### src/rtl/skinny_pkg.sv
// Shared types and helpers for the masked SKINNY-128-128 share loader.
package skinny_pkg;

  typedef enum logic [2:0] {
    ST_IDLE,
    ST_LOAD,
    ST_START,
    ST_RUN,
    ST_DONE
  } state_t;

  localparam logic [31:0] LFSR_POLY   = 32'h80200003;
  localparam int          BLOCK_BYTES = 16;
  localparam int          TOTAL_BYTES = 32;

  // Galois right-shift step: feedback bit is the bit shifted out.
  function automatic logic [31:0] lfsr_step(input logic [31:0] l);
    logic [31:0] n;
    n = l >> 1;
    if (l[0]) n = n ^ LFSR_POLY;
    return n;
  endfunction

endpackage

### src/rtl/skinny_mask_lfsr.sv
// 32-bit Galois LFSR mask generator; low byte of the state is the current mask.
module skinny_mask_lfsr
  import skinny_pkg::*;
(
  input  logic        clk,
  input  logic        rst,
  input  logic        clear,
  input  logic        load,
  input  logic [31:0] seed,
  input  logic        step,
  output logic [7:0]  mask
);

  logic [31:0] lfsr_reg;

  // An all-zero state would lock the generator, so a zero seed becomes 1.
  always_ff @(posedge clk or negedge rst) begin
    if (!rst) begin
      lfsr_reg <= '0;
    end else if (clear) begin
      lfsr_reg <= '0;
    end else if (load) begin
      lfsr_reg <= (seed == 32'd0) ? 32'h00000001 : seed;
    end else if (step) begin
      lfsr_reg <= lfsr_step(lfsr_reg);
    end
  end

  assign mask = lfsr_reg[7:0];

endmodule

### src/rtl/skinny_share_loader.sv
// Front end for the masked SKINNY core: byte-stream loading, Boolean share
// splitting, core reset sequencing, run timeout and zeroization.
module skinny_share_loader
  import skinny_pkg::*;
#(
  parameter int RUN_TIMEOUT = 4096
) (
  input  logic         clk,
  input  logic         rst,
  input  logic         clear,
  input  logic         start,
  input  logic [31:0]  mask_seed,
  input  logic [79:0]  prng_seed,
  input  logic         in_valid,
  input  logic [7:0]   in_data,
  output logic         in_ready,
  output logic [127:0] plaintext_s0,
  output logic [127:0] plaintext_s1,
  output logic [127:0] key_s0,
  output logic [127:0] key_s1,
  output logic [79:0]  seed,
  output logic         core_rst,
  input  logic         core_done,
  output logic         busy,
  output logic         complete,
  output logic         timeout
);

  state_t         state_reg;
  logic [4:0]     cnt_reg;
  logic [15:0]    run_cnt_reg;
  logic [127:0]   pt_s0_reg, pt_s1_reg, key_s0_reg, key_s1_reg;
  logic [79:0]    seed_reg;
  logic           timeout_reg;

  logic           start_ok;
  logic           accept;
  logic [7:0]     mask;
  logic [7:0]     masked_byte;
  logic [6:0]     slot_lsb;

  assign start_ok    = start && !clear && (state_reg == ST_IDLE || state_reg == ST_DONE);
  assign accept      = in_valid && !clear && (state_reg == ST_LOAD);
  assign masked_byte = in_data ^ mask;
  // Byte k lands in bits [127-8k -: 8]; for a 4-bit k that LSB is {~k, 3'b0}.
  assign slot_lsb    = {~cnt_reg[3:0], 3'b000};

  skinny_mask_lfsr u_lfsr (
    .clk   (clk),
    .rst   (rst),
    .clear (clear),
    .load  (start_ok),
    .seed  (mask_seed),
    .step  (accept),
    .mask  (mask)
  );

  always_ff @(posedge clk or negedge rst) begin
    if (!rst) begin
      state_reg   <= ST_IDLE;
      cnt_reg     <= '0;
      run_cnt_reg <= '0;
      pt_s0_reg   <= '0;
      pt_s1_reg   <= '0;
      key_s0_reg  <= '0;
      key_s1_reg  <= '0;
      seed_reg    <= '0;
      timeout_reg <= 1'b0;
    end else if (clear) begin
      // Zeroize everything secret; the timeout flag survives for inspection.
      state_reg   <= ST_IDLE;
      cnt_reg     <= '0;
      run_cnt_reg <= '0;
      pt_s0_reg   <= '0;
      pt_s1_reg   <= '0;
      key_s0_reg  <= '0;
      key_s1_reg  <= '0;
      seed_reg    <= '0;
    end else begin
      case (state_reg)
        ST_IDLE, ST_DONE: begin
          if (start) begin
            state_reg   <= ST_LOAD;
            seed_reg    <= prng_seed;
            timeout_reg <= 1'b0;
            cnt_reg     <= '0;
          end
        end
        ST_LOAD: begin
          if (in_valid) begin
            if (cnt_reg[4]) begin
              key_s0_reg[slot_lsb +: 8] <= mask;
              key_s1_reg[slot_lsb +: 8] <= masked_byte;
            end else begin
              pt_s0_reg[slot_lsb +: 8]  <= mask;
              pt_s1_reg[slot_lsb +: 8]  <= masked_byte;
            end
            cnt_reg <= cnt_reg + 5'd1;
            if (cnt_reg == 5'(TOTAL_BYTES - 1)) state_reg <= ST_START;
          end
        end
        ST_START: begin
          run_cnt_reg <= '0;
          state_reg   <= ST_RUN;
        end
        ST_RUN: begin
          if (core_done) begin
            state_reg <= ST_DONE;
          end else if (run_cnt_reg == 16'(RUN_TIMEOUT - 1)) begin
            timeout_reg <= 1'b1;
            pt_s0_reg   <= '0;
            pt_s1_reg   <= '0;
            key_s0_reg  <= '0;
            key_s1_reg  <= '0;
            seed_reg    <= '0;
            state_reg   <= ST_IDLE;
          end else begin
            run_cnt_reg <= run_cnt_reg + 16'd1;
          end
        end
        default: state_reg <= ST_IDLE;
      endcase
    end
  end

  assign in_ready     = (state_reg == ST_LOAD);
  assign busy         = (state_reg == ST_LOAD) || (state_reg == ST_START) || (state_reg == ST_RUN);
  assign complete     = (state_reg == ST_DONE);
  assign core_rst     = (state_reg == ST_IDLE) || (state_reg == ST_LOAD) || (state_reg == ST_START);
  assign timeout      = timeout_reg;
  assign plaintext_s0 = pt_s0_reg;
  assign plaintext_s1 = pt_s1_reg;
  assign key_s0       = key_s0_reg;
  assign key_s1       = key_s1_reg;
  assign seed         = seed_reg;

endmodule

### config.mk
export PLATFORM = sky130hd
export DESIGN_NAME = skinny_share_loader
export DESIGN_NICKNAME = d
export VERILOG_FILES = /design/src/rtl/skinny_pkg.sv /design/src/rtl/skinny_mask_lfsr.sv /design/src/rtl/skinny_share_loader.sv
export SDC_FILE = /design/constraint.sdc
export NUM_CORES = 1
export LEC_CHECK = 0
export ABC_AREA = 1
export CAP_MARGIN = 15
export CORE_AREA = 8 8 275 277
export CTS_CLUSTER_SIZE = 30
export DETAILED_ROUTE_END_ITERATION = 12
export DIE_AREA = 0 0 283 285
export PLACE_DENSITY = 0.77
export SYNTH_ARGS = -nofsm -noshare
export SYNTH_HDL_FRONTEND = slang
export SYNTH_SLANG_ARGS = --single-unit
### constraint.sdc
create_clock -name clk -period 2.56 [get_ports clk]
set_input_delay 0.512 -clock clk [delete_from_list [all_inputs] [get_ports clk]]
set_output_delay 0.512 -clock clk [all_outputs]
set_load 0.05 [all_outputs]
==> results.cfg <==
[sta]
fmax_ghz = 0.399
setup_tns_ns = 0
final.setup.worst_slack_ns = 0.0525
skew_ns = 0.0375
period_share = 0.980
slew_headroom = 0.525
setup_viol = 0
rsz0062_at_grt = false
period_needed_ns = 2.51
tightest_slew_ns = 0.710
maxSlewViolCount = 0
finalHoldViolations = 0

[logic_synthesis]
yosysTopAreaCell = dfrtp_1
syn_area_per_cell_sq_um = 8.34
yosysUniqueCellTypes = 38
ys_top_cells_by_area = dfrtp_1, nand2_1, nand3_1, nor2_1, buf_2
synth_area_sq_um = 29400
synth_cells = 3527
ys_warn_count = 0
synth_fp_nets = 3656
ys_seq_area_frac = 0.552
ys_ff_latch = 649
synth_top_area_share = 0.552

[placed_design]
gp_congestion = 0.924
dpl.hpwl_um = 86400
pre_cts_ws_ns = 0.0493
io_buffers = 722

[floorplan]
start_util = 0.414
die_h_um = 285
die_x_um = 283
die-area_sq_um = 80700
rows = 98
core_area_sq_um = 71000
io_pins = 723

[critical_path]
crit_family = buffers and inverters
worstPathMaxFanout = 2
worstPathArrival_ns = 2.00
critPathKind = reg -> out
cp-start-kind = register
worstPathCellList = clkdlybuf4s50_1
cp-end-kind = output pin
r2r_end = key_s0[64]
reg2regPathDepth = 10
r2r_slack_ns = 0.11
cp_num_buf_inv = 1
crit_path_max_incr_delay_ns = 0.97
required_ns = 2.05
reg2reg_from = cnt_reg[1]
slowest_stage = clkdlybuf4s50_1

[global_route]
grt_usage = 0.289
grt_overflow = 0
grt_pass1_vias = 28000
antenna_found_initial = 11
grt_max_degree = 84
grt_pass1_wl_um = 180000

[clock_network]
cts_setup_buffers = 0
root_buffer = clkbuf_16
clk-insertion-delay-late_ns = 0.63
cts_num_sinks = 649
htreeDepth = 3
clkTransAtPathRegs_ns = 0.07
clockBufferDepth = 3
cts_tree = done
cts_buffers = 72

[routing]
vias_per_cell = 5.41
ant_nets = 0
num_vias = 28500
drc = 0
dr.first_iter.drc_count = 2971
drt_pre_antenna_iters = 6
wl_um = 120000
wl_per_cell_um = 22.8

[layout]
drive_above_1_share = 0.0910
nNetsFinal = 4394
area_growth_pct = 40.4
fill_cells = 6059

[power_and_ir_drop]
powerDensity_nw_per_um2 = 893
irDropWorstVdd_v = 0.000737
leakagePower_uw = 0.0206

[min_path]
hp-class = in -> async

[status]
outcome = finished clean

[job]
drv_cap = 0
-- power by group --
part / switching, uW / internal (uW) / leakage (uW) / total [uW]
registers: 630 / 11100 / 0.00897 / 11700
logic: 10100 / 4260 / 0.0105 / 14400
clock network: 4600 / 6150 / 0.00120 / 10700
-- per-stage QoR --
step | power (uW) | hold WS (ns) | std cells | area, sq um | utilization
finish | 36900 | 0.400 | 5272 | 41300 | 0.582
floorplan | 19800 | 0.216 | 3527 | 29400 | -
detailed placement | 26200 | 0.457 | 5140 | 38800 | 0.547
global route | 38200 | 0.420 | 5272 | 41300 | 0.582
CTS | 37000 | 0.396 | 5269 | 41300 | 0.582
global placement | 26100 | 0.453 | 5140 | 38800 | 0.547
-- per-layer routing --
layer	up-vias	wire, um	part of all wire	GRT usage
li1	12800	-	-	-
met1	13800	45900	0.38	0.361
met2	1591	55500	0.46	0.458
met3	317	11700	0.097	0.0787
met4	14	7160	0.059	0.147
met5	-	100	0.00083	0
-- cells by family (layout without fill, tap and decap cells) --
group | after synthesis | in the layout | synth area share
flip-flops | 649 | 649 | 0.552
adder cells (fa/ha/maj) | 3 | 3 | 0.00128
AO/OA/AOI/OAI | 142 | 142 | 0.0316
XOR/XNOR | 16 | 16 | 0.00477
buffers and inverters | 390 | 1182 | 0.0630
AND/OR/NAND/NOR | 2327 | 2327 | 0.347
other | 0 | 3 | 0
-- cells in the mapped netlist, drive strengths merged --
cell    number
dfrtp      649
inv        149
o211ai       8
nor2       297
nand2     1313
o21bai      67
xnor2        8
nor3b        1
o22ai        1
buf        191
nand4       71
a21oi        7
clkbuf      50
or2          8
nand3      628
xor2         8
nor3         9
o21ai       59
ha           3
-- worst max path at each step --
stage / from / endpoint / slack, ns / cells past startpoint
final: key_s0[99] / key_s0[99] / 0.05 / 1
after global routing: run_cnt_reg[0] / plaintext_s1[56] / 0.003 / 9
after CTS: plaintext_s0[7] / plaintext_s0[7] / 0.02 / 1
after detailed placement: core_done / plaintext_s1[63] / 0.05 / 8
after global placement: core_done / plaintext_s0[62] / 0.1 / 8
after floorplan: cnt_reg[1] / key_s0[104] / 0.56 / 11
-- layout by cell type (no fill, tap or decap), types with 4 or more instances in the layout --
master,instances
o21bai_1,67
clkdlybuf4s50_1,710
nor2_2,5
o21ai_0,49
xnor2_1,8
nor3_1,9
nand4_1,43
clkbuf_16,73
dfrtp_1,649
buf_12,73
nor2_1,288
nand3_2,8
nand2_1,1302
o211ai_1,8
nand4_4,22
o21ai_1,6
clkinv_2,16
clkbuf_8,7
inv_1,140
nand3_1,619
nor2_4,4
nand2_2,8
clkinv_4,5
or2_2,8
bufinv_16,6
buf_4,119
clkbuf_1,10
xor2_1,8
inv_2,7
nand4_2,6
-- layout make-up --
| cell class | instances | area [sq um] | share of cell area |
|---|---|---|---|
| Multi-Input combinational cell | 2488 | 11400 | 0.275 |
| Tap cell | 950 | 1190 | 0.0288 |
| Timing Repair Buffer | 905 | 9500 | 0.230 |
| Clock buffer | 90 | 1960 | 0.0475 |
| Antenna cell | 3 | 7.51 | 0.000182 |
| Clock inverter | 38 | 477 | 0.0115 |
| Inverter | 149 | 564 | 0.0137 |
| Sequential cell | 649 | 16200 | 0.393 |
-- repair_timing --
| item | in CTS | in global routing |
|---|---|---|
| endpoints found under the setup margin | 1 | 30 |
| gates resized for setup | 1 | 1 |
| endpoints found under the hold margin | 43 | 0 |
| hold buffers | 1 | 0 |
No activity file was read; power rests on OpenSTA's default activity.
